### config.mk
export PLATFORM = sky130hd
export DESIGN_NAME = my_lane_accumulator
export DESIGN_NICKNAME = d
export VERILOG_FILES = /design/src/rtl/my_package.sv /design/src/rtl/my_lane_accumulator_adder_tree.sv /design/src/rtl/my_lane_accumulator.sv
export SDC_FILE = /design/constraint.sdc
export NUM_CORES = 1
export LEC_CHECK = 0
export ABC_AREA = 1
export BUFFER_PORTS_ARGS = -buffer_cell sky130_fd_sc_hd__buf_2
export CAP_MARGIN = 20
export CORE_MARGIN = 5
export CORE_UTILIZATION = 30
export CTS_CLUSTER_DIAMETER = 40
export DETAILED_ROUTE_END_ITERATION = 10
export PLACE_DENSITY = 0.61
export RECOVER_POWER = 25
export SYNTH_ARGS = -nofsm -noshare
export SYNTH_HDL_FRONTEND = slang
export SYNTH_HIERARCHICAL = 1
export SYNTH_SLANG_ARGS = --single-unit
### constraint.sdc
create_clock -name clock -period 8.55 [get_ports clock]
set_clock_uncertainty 0.05 [all_clocks]
set_input_delay 1.71 -clock clock [delete_from_list [all_inputs] [get_ports clock]]
set_output_delay 1.71 -clock clock [all_outputs]
set_load 0.1 [all_outputs]
### src/rtl/my_package.sv
// my_package: shared widths and types for the lane accumulator datapath.
//   my_width       default operand lane width
//   MY_LANES       default operands per beat
//   MY_ACC_EXTRA   default accumulator headroom bits above the lane sum
//   my_acc_state_t state of the accumulate/output stage
package my_package;

  localparam int my_width     = 8;
  localparam int MY_LANES     = 4;
  localparam int MY_ACC_EXTRA = 4;

  typedef enum logic [1:0] {
    ST_EMPTY = 2'd0,
    ST_ACCUM = 2'd1,
    ST_FULL  = 2'd2
  } my_acc_state_t;

endpackage

### src/rtl/my_lane_accumulator_adder_tree.sv
// my_adder_tree: purely combinational unsigned sum of LANES operands.
//   i_data  LANES*WIDTH  packed operands, lane i = i_data[i*WIDTH +: WIDTH]
//   o_sum   SUM_W        exact sum, wide enough that it never truncates
module my_adder_tree #(
  parameter int WIDTH = 8,
  parameter int LANES = 4,
  parameter int SUM_W = WIDTH + $clog2(LANES)
) (
  input  logic [LANES*WIDTH-1:0] i_data,
  output logic [SUM_W-1:0]       o_sum
);

  always_comb begin
    o_sum = '0;
    for (int i = 0; i < LANES; i++) begin
      o_sum = o_sum + SUM_W'(i_data[i*WIDTH +: WIDTH]);
    end
  end

endmodule

### src/rtl/my_lane_accumulator.sv
// my_lane_accumulator: sums LANES unsigned operands per beat, then emits one
// sum per beat (mode 0) or a saturating sum across a packet delimited by
// in_last (mode 1). Valid/ready on both sides.
//   clock, reset      clock; synchronous active-high reset
//   in_valid/in_ready input handshake
//   in_data           LANES*WIDTH packed unsigned operands
//   in_last           last beat of a mode-1 packet
//   in_mode           0 = per-beat sum, 1 = packet accumulate (sampled on first beat)
//   out_valid/out_ready output handshake
//   out_data          OUT_W-bit result
//   out_overflow      result was saturated
module my_lane_accumulator
  import my_package::*;
#(
  parameter int WIDTH     = my_width,
  parameter int LANES     = MY_LANES,
  parameter int ACC_EXTRA = MY_ACC_EXTRA
) (
  input  logic                         clock,
  input  logic                         reset,
  input  logic                         in_valid,
  output logic                         in_ready,
  input  logic [LANES*WIDTH-1:0]       in_data,
  input  logic                         in_last,
  input  logic                         in_mode,
  output logic                         out_valid,
  input  logic                         out_ready,
  output logic [WIDTH+$clog2(LANES)+ACC_EXTRA-1:0] out_data,
  output logic                         out_overflow
);

  localparam int SUM_W = WIDTH + $clog2(LANES);
  localparam int OUT_W = SUM_W + ACC_EXTRA;

  // Returns {overflow, value}; value clamps to all-ones when the true sum
  // does not fit in OUT_W bits.
  function automatic logic [OUT_W:0] sat_add(input logic [OUT_W-1:0] a,
                                             input logic [SUM_W-1:0] b);
    logic [OUT_W:0] total;
    total = {1'b0, a} + (OUT_W+1)'(b);
    if (total[OUT_W]) begin
      return {1'b1, {OUT_W{1'b1}}};
    end
    return total;
  endfunction

  logic [SUM_W-1:0] w_sum_p0;
  logic             w_beat_mode;
  logic             w_beat_last;
  logic             w_in_fire;
  logic             w_s1_accept;
  logic             w_s2_take;
  logic [OUT_W:0]   w_sat_p1;
  logic [OUT_W-1:0] w_sum_ext_p1;

  logic             r_first;
  logic             r_pkt_mode;
  logic             r_vld_p1;
  logic [SUM_W-1:0] r_sum_p1;
  logic             r_last_p1;
  logic             r_mode_p1;

  my_acc_state_t    r_state_p2;
  logic [OUT_W-1:0] r_acc_p2;
  logic             r_ovf_p2;

  // ---- Stage 0: lane adder in front of the S1 register ----
  my_adder_tree #(
    .WIDTH (WIDTH),
    .LANES (LANES),
    .SUM_W (SUM_W)
  ) u_adder_tree (
    .i_data (in_data),
    .o_sum  (w_sum_p0)
  );

  // Mode is latched on the first beat of a packet and held for the rest.
  // Mode-0 beats are always their own packet, so they count as "last".
  assign w_beat_mode = r_first ? in_mode : r_pkt_mode;
  assign w_beat_last = !w_beat_mode || in_last;

  assign w_s2_take   = (r_state_p2 != ST_FULL) || out_ready;
  assign w_s1_accept = !r_vld_p1 || w_s2_take;
  assign w_in_fire   = in_valid && w_s1_accept;
  assign in_ready    = w_s1_accept;

  // ---- Stage 1: registered lane sum, last and mode ----
  always_ff @(posedge clock) begin
    if (reset) begin
      r_vld_p1   <= 1'b0;
      r_first    <= 1'b1;
      r_pkt_mode <= 1'b0;
    end else begin
      if (w_s1_accept) begin
        r_vld_p1 <= in_valid;
      end
      if (w_in_fire) begin
        r_first <= w_beat_last;
        if (r_first) begin
          r_pkt_mode <= in_mode;
        end
      end
    end
  end

  always_ff @(posedge clock) begin
    if (w_in_fire) begin
      r_sum_p1  <= w_sum_p0;
      r_last_p1 <= w_beat_last;
      r_mode_p1 <= w_beat_mode;
    end
  end

  assign w_sum_ext_p1 = OUT_W'(r_sum_p1);
  assign w_sat_p1     = sat_add(r_acc_p2, r_sum_p1);

  // ---- Stage 2: accumulate / hold result until consumed ----
  always_ff @(posedge clock) begin
    if (reset) begin
      r_state_p2 <= ST_EMPTY;
      r_acc_p2   <= '0;
      r_ovf_p2   <= 1'b0;
    end else begin
      case (r_state_p2)
        ST_EMPTY: begin
          if (r_vld_p1) begin
            r_acc_p2   <= w_sum_ext_p1;
            r_ovf_p2   <= 1'b0;
            r_state_p2 <= (!r_mode_p1 || r_last_p1) ? ST_FULL : ST_ACCUM;
          end
        end
        ST_ACCUM: begin
          if (r_vld_p1) begin
            r_acc_p2   <= w_sat_p1[OUT_W-1:0];
            r_ovf_p2   <= r_ovf_p2 | w_sat_p1[OUT_W];
            r_state_p2 <= r_last_p1 ? ST_FULL : ST_ACCUM;
          end
        end
        ST_FULL: begin
          if (out_ready) begin
            // Consume and, if S1 holds a beat, start the next packet now.
            r_ovf_p2 <= 1'b0;
            if (r_vld_p1) begin
              r_acc_p2   <= w_sum_ext_p1;
              r_state_p2 <= (!r_mode_p1 || r_last_p1) ? ST_FULL : ST_ACCUM;
            end else begin
              r_state_p2 <= ST_EMPTY;
            end
          end
        end
        default: begin
          r_state_p2 <= ST_EMPTY;
        end
      endcase
    end
  end

  assign out_valid    = (r_state_p2 == ST_FULL);
  assign out_data     = r_acc_p2;
  assign out_overflow = r_ovf_p2;

endmodule

# Word level (Yosys, flattened, before mapping)
# Index checks and enable logic that the tools add are counted.
[classes]
bitwise = 1
n_addsub = 4
reduce_logical = 13
muxes = 19
n_eq_ne = 6
[op_table]
columns = ["op", "count"]
rows = [
  ["$mux W14", 3],
  ["$pmux W14 S3", 1],
  ["$mux W15", 2],
  ["$add A10 B8 Y10", 2],
  ["$add A14 B10 Y15", 1],
  ["$mux W2", 6],
  ["$add A8 B8 Y9", 1],
  ["$ne A2 B2 Y1 const B", 3],
  ["$pmux W2 S3", 1],
  ["$reduce_and A3 Y1", 2],
  ["$mux W1", 5],
  ["$logic_or A1 B1 Y1", 4],
  ["$reduce_and A4 Y1", 1],
  ["$logic_not A1 Y1", 3],
  ["$pmux W1 S3", 1],
  ["$reduce_bool A3 Y1", 1],
  ["$eq A2 B1 Y1 const B", 1],
  ["$eq A2 B2 Y1 const B", 1],
  ["$logic_not A2 Y1", 1],
  ["$ne A2 B1 Y1 const B", 1],
  ["$logic_and A1 B1 Y1", 1],
  ["$or A1 B1 Y1", 1],
]
[totals]
output_inout_bits = 17
inputBits = 38
register_bits = 32
elab_cells = 52

# Longest topological paths before layout
# Gate-level depths: netlist of the first run.
[depth]
ltp_word = 6
ltp_mapped = 12

# By module
# Netlist of the first run, hierarchy kept.
[modules_own_cells]
columns = ["module", "area_each_um2", "seq_area_each_um2", "cells_per_inst", "instances"]
rows = [
  ["my_lane_accumulator", 2025.7, 760.7, 283, 1],
  ["my_adder_tree", 832.0, 0.0, 113, 1],
]

# Worst setup path before layout of the first run
# OpenSTA, ideal clock, no wires.
[synth_timing]
path_type = "input to output"
from = "input port out_ready"
to = "output port in_ready"
slack_ns = 4.442
n_path_buf = 0
cell_stages = 2
arrival_ns = 2.348
required_ns = 6.790
path_cell_list = "nor2_1 -> inv_1"
[synth_between]
elab_chain_len = 2
[synth_lines]
columns = ["item", "line", "text"]
rows = [
  ["start, declared", "my_lane_accumulator.sv:27", "input logic out_ready,"],
  ["$logic_or A1 B1 Y1", "my_lane_accumulator.sv:82", "assign w_s2_take = (r_state_p2 != ST_FULL) || out_ready;"],
  ["$logic_or A1 B1 Y1", "my_lane_accumulator.sv:83", "assign w_s1_accept = !r_vld_p1 || w_s2_take;"],
  ["end, declared", "my_lane_accumulator.sv:22", "output logic in_ready,"],
]
# No other way between the ends.

# Final worst setup path of the first run
# Same ends and word-level chain as after synthesis.

==> results of run 1 <==
[cell families after synthesis]
kind of cell	count (synthesis)
buffers and inverters	96
flip-flops	32
AND/OR/NAND/NOR	169
adder cells (fa/ha/maj)	36
XOR/XNOR	8
AO/OA/AOI/OAI	55
[how the worst min path moves through the flow]
stage                             from  slack (ns)  depth (start not counted)      endpoint
after CTS                 out_overflow        0.43                          2  out_overflow
after detailed placement  out_overflow        0.42                          2  out_overflow
after floorplan                r_first        0.41                          2       r_first
after global routing      out_overflow        0.46                          2  out_overflow
final                     out_overflow        0.42                          2  out_overflow
after global placement    out_overflow        0.42                          2  out_overflow
[per-stage QoR]
step           instances  hold slack, ns
6_report             582           0.422
2_1_floorplan        396           0.409
4_1_cts              582           0.434
3_3_place_gp         574           0.416
3_5_place_dp         574           0.419
5_1_grt              582           0.459
[cells in the mapped netlist, types with 3 or more instances]
cell,number
o21ai_0,14
nand2_1,106
a21oi_1,24
o21ai_1,3
ha_1,19
nand4_1,3
nor2_1,13
o21bai_1,9
nand3_1,23
nand2_2,8
dfxtp_1,20
fa_1,17
xor2_1,6
inv_2,7
edfxtp_1,12
nor2_2,6
inv_1,83
[metal layers]
layer / up-vias / routed length (um)
li1: 1334 / -
met1: 1131 / 2440
met2: 51 / 2920
met3: 13 / 269
met4: 0 / 145
met5: - / 0
[worst max-delay path, cell delays in order]
cell      delay [ns]
clkbuf_1        0.09
nor2_1          0.05
inv_1           0.07
buf_2           0.43
[state kept, by name, indices dropped and copies added (netlist names)]
| signal | cells |
|---|---|
| r_state_p2 | 2 |
| out_data | 14 |
| out_overflow | 1 |
| r_pkt_mode | 1 |
| r_last_p1 | 1 |
| r_first | 1 |
| r_vld_p1 | 1 |
| r_sum_p1 | 10 |
| r_mode_p1 | 1 |
[power by group]
part	internal [uW]	switching [uW]
Clock	55.4	54.7
Sequential	191	14.9
Combinational	112	198
[cell usage in the layout, fill, tap and decap left out, types with 12 or more instances in the layout]
master	netlist	layout
a21oi_1	24	24
buf_2	2	52
dfxtp_1	20	20
edfxtp_1	12	12
fa_1	17	17
ha_1	19	19
inv_1	83	84
nand2_1	106	106
nand3_1	23	23
nor2_1	13	15
o21ai_0	14	14
[final cells by class]
type | instances | area, um^2 | share of cell area (%)
clock buffer | 6 | 72.6 | 2.18
clock inverter | 2 | 7.51 | 0.225
inverter | 91 | 342 | 10.2
multi-input combinational | 268 | 1720 | 51.7
sequential | 32 | 761 | 22.8
tap | 129 | 161 | 4.84
timing repair buffer | 54 | 268 | 8.03
==> impl_metrics.json, run 1 <==
{
  "outcome": "finished, final reports clean",
  "ys_top_cells_by_area": "dfxtp_1 (14%), nand2_1 (14%), edfxtp_1 (13%)",
  "synth_xor_area_share_pct": 2.45,
  "startpoint": "out_ready",
  "clock-sinks": 32,
  "row_count": 35,
  "top_usage_layer": "met2",
  "worst_pin_slew_ns": 0.791,
  "synth-simple-area-share_pct": 26.9,
  "synth.top_cell.area_share_pct": 14.0,
  "grt_max_degree": 17,
  "wl_per_cell_um": 9.92,
  "syn_avg_cell_area_um2": 7.22,
  "fillers": 1004,
  "fp.dieW_um": 108,
  "tns_ns": 0,
  "crit_end": "in_ready",
  "ys_async_sr_fraction_pct": 0,
  "start_kind": "primary input",
  "io_pins": 55,
  "num_vias": 2529,
  "cts_root_buf": "clkbuf_8",
  "grt_use_met3_pct": 1.80,
  "drt_iter0_drc": 54,
  "max_freq_mhz": 244,
  "grt-ovfl-total": 0,
  "hpwl_um": 4850,
  "grt.total_usage_pct": 10.9,
  "area_growth_pct": 16.6,
  "crit_path_end_kind": "output port",
  "worstHoldPathType": "reg -> reg",
  "maxCapViolations": 0,
  "clockBufferDepth": 2,
  "clkLatencyLatePin_ns": 0.29,
  "ys_ff_latch": 32,
  "r2r_slack_ns": 6.36,
  "r2r_end": "out_data[3]",
  "critical_path_required_ns": 6.79,
  "cts_tree": "built",
  "ys_types": 36,
  "dieArea_mm2": 0.0116,
  "stdcell_area_mm2": 0.00333,
  "grt_pass1_wl_um": 10600,
  "hold_buffers": 0,
  "netlist_instances": 396,
  "grt_pass1_vias": 2617,
  "r2r_start": "r_sum_p1[0]",
  "gp_congestion": 0.911,
  "crit_fanout": 3,
  "hold_viol": 0,
  "start_util_pct": 30.8,
  "antenna_found_initial": 0,
  "setup_viol": 0,
  "fin_ws_ns": 4.44,
  "antenna_cells": 0,
  "slew_viol_final": 0,
  "dpl_cell_area_mm2": 0.00326,
  "pwr_density_cell_mw_per_mm2": 188,
  "crit_arrival_ns": 2.35,
  "cts_setup_buffers": 0,
  "timing.final.crit_share_pct": 48.0,
  "criticalPathCategory": "in -> out",
  "path_clk_slew_ns": 0.06,
  "yosysWarnings": 6,
  "fin_util_pct": 35.9,
  "ir_drop_mv": 0.0565,
  "coreArea_mm2": 0.00928,
  "finalPower_uw": 626,
  "num-nets-final": 526,
  "drtPass1Iterations": 4,
  "synth_top_family_by_area": "simple AND/OR/NAND/NOR gates",
  "drt_wl_total_um": 5780,
  "cts_resized": 0,
  "yosysSeqAreaShare_pct": 26.6,
  "maxSlewHeadroom_pct": 47.3,
  "vias_per_cell": 4.35,
  "synth_edf_count": 12,
  "cts_buffers": 5,
  "muxShareOfSynthArea_pct": 0,
  "fin_crit_ns": 4.11,
  "grt_use_met1_pct": 11.8,
  "synth.cell_area_mm2": 0.00286,
  "port_buffers": 54,
  "grtUsageMet2_pct": 20.6,
  "chipHeight_um": 108,
  "place_ws_ns": 4.35,
  "cts_max_level": 2,
  "synth_ff_type": "dfxtp_1",
  "ant_nets": 0,
  "synth_fa_ha_area_share_pct": 20.2,
  "synth_compound_area_share_pct": 10.8,
  "drc": 0,
  "final_layout_size_suffix_gt1_share_pct": 18.3,
  "yosys.area.top_type": "dfxtp_1",
  "rsz0062_at_grt": "no",
  "synth_nets": 470,
  "reg2regPathDepth": 10,
  "p_leak_uw": 0.00175
}
No activity file was read; power rests on OpenSTA's default activity.
==> inputs of run 2 (changes only) <==
Settings changed: ABC_AREA 1 to 0.
Clock period 8.55 ns to 4.13 ns, I/O delays scaled along.
==> run 2 against run 1 <==
  * Synthesized cell count down 32%
  * Via count down 18%
  * Sequential cell count unchanged
  * Worst hold slack worse by 0.016 ns
  * Final cell count down 25%
  * Setup slack worse by 3.4 ns
  * Non-clock buffer count unchanged
  * Core utilization up 0.20 points
  * Critical path type is now in -> reg
  * Highest routed layer unchanged
==> impl_metrics.json, run 2 <==
{
  "cts_root_buf": "clkbuf_8",
  "cts_buffers": 5,
  "row_count": 33,
  "fin_ws_ns": 1.00,
  "start_kind": "primary input",
  "stdcell_area_mm2": 0.00294,
  "internal_power_uw": 741,
  "syn_avg_cell_area_um2": 9.10,
  "crit_fanout": 2,
  "combPwrFrac_pct": 46.4,
  "maxCapViolations": 0,
  "p_leak_uw": 0.00146,
  "port_buffers": 54,
  "start_util_pct": 30.3,
  "mostFrequentLayoutCell": "buf_2",
  "chipHeight_um": 101,
  "max_freq_mhz": 320,
  "power.share.sequential_pct": 34.8,
  "crit_arrival_ns": 3.11,
  "switching_share_pct": 40.7,
  "critical_path_required_ns": 4.11,
  "synth_nets": 345,
  "r2r_slack_ns": 1.43,
  "grt_max_degree": 16,
  "yosys.area.top_type": "dfxtp_1",
  "synth.cell_area_mm2": 0.00247,
  "grt-ovfl-total": 0,
  "yosysWarnings": 6,
  "synth_edf_count": 12,
  "drt_iter0_drc": 57,
  "cts_resized": 0,
  "netlist_instances": 271,
  "antenna_cells": 0,
  "clockBufferDepth": 2,
  "final_layout_size_suffix_gt1_share_pct": 20.7,
  "p_clk_share_pct": 18.8,
  "rsz0062_at_grt": "no",
  "yosysSeqAreaShare_pct": 30.8,
  "maxSlewHeadroom_pct": 29.6,
  "slew_viol_final": 0,
  "cts_setup_buffers": 0,
  "clkLatencyLatePin_ns": 0.28,
  "drc": 0,
  "hold_viol": 0,
  "grt_pass1_wl_um": 8870,
  "tns_ns": 0,
  "startpoint": "in_data[1]",
  "r2r_start": "r_sum_p1[0]",
  "reg2regPathDepth": 8,
  "hp-start": "out_data[4]",
  "yosysMostFrequentCell": "inv_1",
  "vias_per_cell": 4.78,
  "cts_max_level": 2,
  "netSwitchingPower_uw": 508,
  "dpl_cell_area_mm2": 0.00285,
  "fp.dieW_um": 101,
  "synth_ff_type": "dfxtp_1",
  "place_ws_ns": 0.689,
  "setup_viol": 0,
  "gp_congestion": 0.846,
  "worstHoldPathType": "reg -> reg",
  "ys_ff_latch": 32,
  "grt_pass1_vias": 2083,
  "num-nets-final": 402,
  "ir_drop_mv": 0.131,
  "outcome": "finished, final reports clean",
  "io_pins": 55,
  "dieArea_mm2": 0.0101,
  "worst_pin_slew_ns": 1.05,
  "antenna_found_initial": 0,
  "ys_top_cells_by_count": "inv_1 (44), nand2_1 (26), dfxtp_1 (20)",
  "ys_async_sr_fraction_pct": 0,
  "criticalPathCategory": "in -> reg",
  "drtPass1Iterations": 5,
  "hold_buffers": 0,
  "wl_per_cell_um": 11.6,
  "cts_tree": "built",
  "fin_crit_ns": 3.13,
  "crit_end": "r_sum_p1[9]",
  "grt.total_usage_pct": 10.7,
  "synth.top_cell.area_share_pct": 16.2,
  "num_vias": 2073,
  "ys_top_cells_by_area": "dfxtp_1 (16%), edfxtp_1 (15%), fa_1 (14%)",
  "r2r_end": "out_data[2]",
  "path_clk_slew_ns": 0.07,
  "pwr_density_cell_mw_per_mm2": 425,
  "timing.final.crit_share_pct": 75.8,
  "hpwl_um": 4110,
  "mostFrequentLayoutCells": "buf_2 (53), inv_1 (44), nand2_1 (26)",
  "largest_reg_flops": 14,
  "drt_wl_total_um": 5040,
  "crit_path_end_kind": "flip-flop",
  "ant_nets": 0,
  "ys_types": 47,
  "area_growth_pct": 19.0,
  "coreArea_mm2": 0.00813,
  "clock-sinks": 32
}
[run 2: cell count changes after synthesis, sizes merged, moves of 6 or more]
cell,delta
a21o,+9
inv,-45
nand2,-88
nand3,-21
nor2b,+6
o21bai,-7
o221ai,+7
[run 2: cell type report]
cell class / count / area [um^2]
fillers: 855 / 5200
multi-input cells: 190 / 1520
flip-flops and latches: 32 / 761
repair buffers: 54 / 269
inverters: 45 / 169
well taps: 105 / 131
clock buffers: 6 / 72.6
clock inverters: 2 / 12.5
[run 2: through the flow]
step	utilization [%]	hold slack [ns]	power, uW	std cells
floorplan	-	0.438	904	271
global placement	35.1	0.400	1010	426
detailed placement	35.1	0.405	1020	426
CTS	36.1	0.414	1260	434
global route	36.1	0.434	1360	434
finish	36.1	0.406	1250	434
[run 2: how the worst min path moves through the flow]
stage	depth (start not counted)	end	slack, ns
finish	2	out_data[4]	0.41
floorplan	2	r_pkt_mode	0.44
detailed placement	2	out_data[4]	0.40
CTS	2	out_data[4]	0.41
global placement	2	out_data[4]	0.40
global route	2	out_data[8]	0.43
[run 2: critical path, stage by stage]
cell and delay, ns:
buf_2 0.11, fa_1 0.55, fa_1 0.42, ha_1 0.24, fa_1 0.41, a21oi_1 0.21
nor2_1 0.08, nor2_1 0.15, o21ai_0 0.11
[run 2: power groups by stage]
stage                     clock [uW]  sequential (uW)  combinational [uW]
after floorplan                    0              508                 396
after global placement             0              439                 569
after detailed placement           0              442                 579
after CTS                        245              434                 583
after global routing             259              441                 659
final                            235              435                 579
[run 2: metal layers]
metal	up-vias	share of wire, %	track usage [%]
li1	1053	-	-
met1	953	44	12.9
met2	58	48	18.5
met3	9	5.9	2.21
met4	0	2.0	4.56
met5	-	0	0
[run 2: logic make-up (layout without fill, tap and decap cells)]
group                    count (synthesis)  after routing  share of synthesized area [%]
flip-flops                              32             32                           30.8
adder cells (fa/ha/maj)                 36             36                           23.4
multiplexers                             3              3                           1.27
XOR/XNOR                                11             11                           3.90
AO/OA/AOI/OAI                           71             71                           19.8
buffers and inverters                   49            107                           7.50
AND/OR/NAND/NOR                         69             69                           13.2
==> inputs of run 3 (changes only) <==
Settings changed: ABC_AREA 0 to 1, PLACE_DENSITY 0.61 to 0.62.
Clock period 4.13 ns to 2.74 ns, I/O delays scaled along.
==> run 3 against run 2 <==
  * Global-route usage is essentially flat
  * Clock-buffer cell count increased by 1
  * Die area increased by 14%
  * Combinational power is 74% higher
  * Non-clock buffer count is 6 higher
  * Sequential cell count unchanged
  * Core utilization up 0.49 points
  * Via count up 22%
  * Setup slack worse by 0.86 ns
  * Sequential power grew 47%
  * Power increased by 62%
  * Critical endpoint is now r_sum_p1[7]
  * Largest cell class unchanged
==> impl_metrics.json, run 3 (synthesized netlist as in run 1, its figures left out) <==
{
  "fin_ws_ns": 0.143,
  "fp.dieW_um": 108,
  "max_freq_mhz": 385,
  "clockBufferDepth": 2,
  "cts_buffers": 5,
  "row_count": 35,
  "cts_setup_buffers": 0,
  "p_clk_share_pct": 18.4,
  "criticalPathCategory": "in -> reg",
  "worst_path_largest_cell_delay_ns": 0.55,
  "setup_viol": 0,
  "chipHeight_um": 108,
  "antenna_found_initial": 0,
  "place_inst": 580,
  "dr_wl_met3_um": 237,
  "port_buffers": 54,
  "netSwitchingPower_uw": 839,
  "ir_drop_mv": 0.227,
  "cts_root_buf": "clkbuf_8",
  "drc": 0,
  "cts_tree": "built",
  "stdcell_count": 588,
  "wl_per_cell_um": 9.78,
  "path_clk_slew_ns": 0.07,
  "reg2regPathDepth": 10,
  "clock-sinks": 32,
  "grt_pass1_vias": 2626,
  "wl_met1_um": 2450,
  "clkLatencyLatePin_ns": 0.28,
  "whs_path_depth": 2,
  "critical_path_required_ns": 2.72,
  "mostFrequentLayoutCell": "nand2_1",
  "rsz0062_at_grt": "no",
  "largest_reg_flops": 14,
  "place_ws_ns": -0.172,
  "io_pins": 55,
  "grt-ovfl-total": 0,
  "antenna_cells": 0,
  "grt.total_usage_pct": 10.7,
  "p_leak_uw": 0.00178,
  "hold_viol": 0,
  "internal_power_uw": 1190,
  "fin_crit_ns": 2.60,
  "coreArea_mm2": 0.00928,
  "dieArea_mm2": 0.0116,
  "switching_share_pct": 41.4,
  "crit_path_cell_trace": "buf_2 -> fa_1 -> fa_1 -> ha_2 -> fa_2 -> nand2_1 -> nand2_2 -> nand3b_4 -> nand2_1 -> nand2_1 -> nand2_1",
  "mostFrequentLayoutCells": "nand2_1 (105), inv_1 (85), buf_2 (53)",
  "power.share.sequential_pct": 31.6,
  "crit_arrival_ns": 2.58,
  "crit_path_end_kind": "flip-flop",
  "worst_pin_slew_ns": 0.883,
  "num-nets-final": 532,
  "pwr_density_cell_mw_per_mm2": 597,
  "ant_nets": 0,
  "crit_fanout": 2,
  "area_growth_pct": 18.9,
  "cts_max_level": 2,
  "crit_slowest_cell": "fa_1",
  "vias_per_cell": 4.30,
  "wl_met2_um": 2930,
  "gp_congestion": 0.923,
  "whs_ns": 0.431,
  "hpwl_um": 4930,
  "cts_resized": 0,
  "hold_buffers": 0,
  "dr.max_layer_used": "met4",
  "start_util_pct": 30.8,
  "start_kind": "primary input",
  "drt_wl_total_um": 5750,
  "grt_max_degree": 17,
  "combPwrFrac_pct": 50.0,
  "grt_pass1_wl_um": 10500,
  "drtPass1Iterations": 4,
  "maxSlewHeadroom_pct": 40.9,
  "drt_iter0_drc": 93,
  "num_vias": 2531,
  "final_layout_size_suffix_gt1_share_pct": 20.3,
  "slew_viol_final": 0,
  "outcome": "finished, final reports clean",
  "r2r_slack_ns": 0.56,
  "worstHoldPathType": "reg -> reg",
  "maxCapViolations": 0,
  "timing.final.crit_share_pct": 94.8,
  "crit_top_cell": "nand2_1"
}
-- run 3: changes by cell type in the layout (fill, tap and decap cells not counted), sizes merged, moves of 7 or more --
cell / change
nand3: +21
nand2: +88
o221ai: -7
inv: +45
a21o: -9
o21bai: +7
-- run 3: layer usage --
| layer | track usage (%) | vias up |
|---|---|---|
| li1 | - | 1346 |
| met4 | 4.87 | 0 |
| met3 | 1.80 | 12 |
| met5 | 0 | - |
| met2 | 19.7 | 48 |
| met1 | 12.0 | 1125 |
-- run 3: critical path, delay by kind of cell --
kind	cells	cell delay (ns)
adder cells (fa/ha/maj)	4	1.52
AND/OR/NAND/NOR	6	0.41
buffers and inverters	1	0.11
-- run 3: path summary, 6_finish.rpt --
path                                     end          from
worst max-delay path             r_sum_p1[7]    in_data[1]
worst min-delay path            out_overflow  out_overflow
worst max register to register   out_data[3]   r_sum_p1[0]
worst min register to register  out_overflow  out_overflow
-- run 3: layout make-up --
| cell class | instances | area [um^2] |
|---|---|---|
| fillers | 1021 | 5890 |
| inverters | 91 | 342 |
| flip-flops and latches | 32 | 761 |
| clock inverters | 1 | 3.75 |
| repair buffers | 60 | 314 |
| well taps | 129 | 161 |
| multi-input cells | 268 | 1730 |
| clock buffers | 7 | 86.3 |
-- run 3: stage by stage --
stage               power, uW  setup TNS [ns]  utilization (%)  area [um^2]
CTS                      2060               0             36.7         3400
floorplan                1440               0                -         2870
global placement         1660          -0.532             35.7         3310
global route             2220               0             36.6         3400
finish                   2030               0             36.6         3400
detailed placement       1680          -0.649             35.7         3310
-- run 3: power by group through the flow --
stage | Combinational, uW | Clock [uW] | Sequential (uW)
after global routing | 1170 | 401 | 650
after floorplan | 700 | 0 | 745
final | 1010 | 372 | 641
after CTS | 1030 | 385 | 643
after detailed placement | 1030 | 0 | 654
after global placement | 1010 | 0 | 651
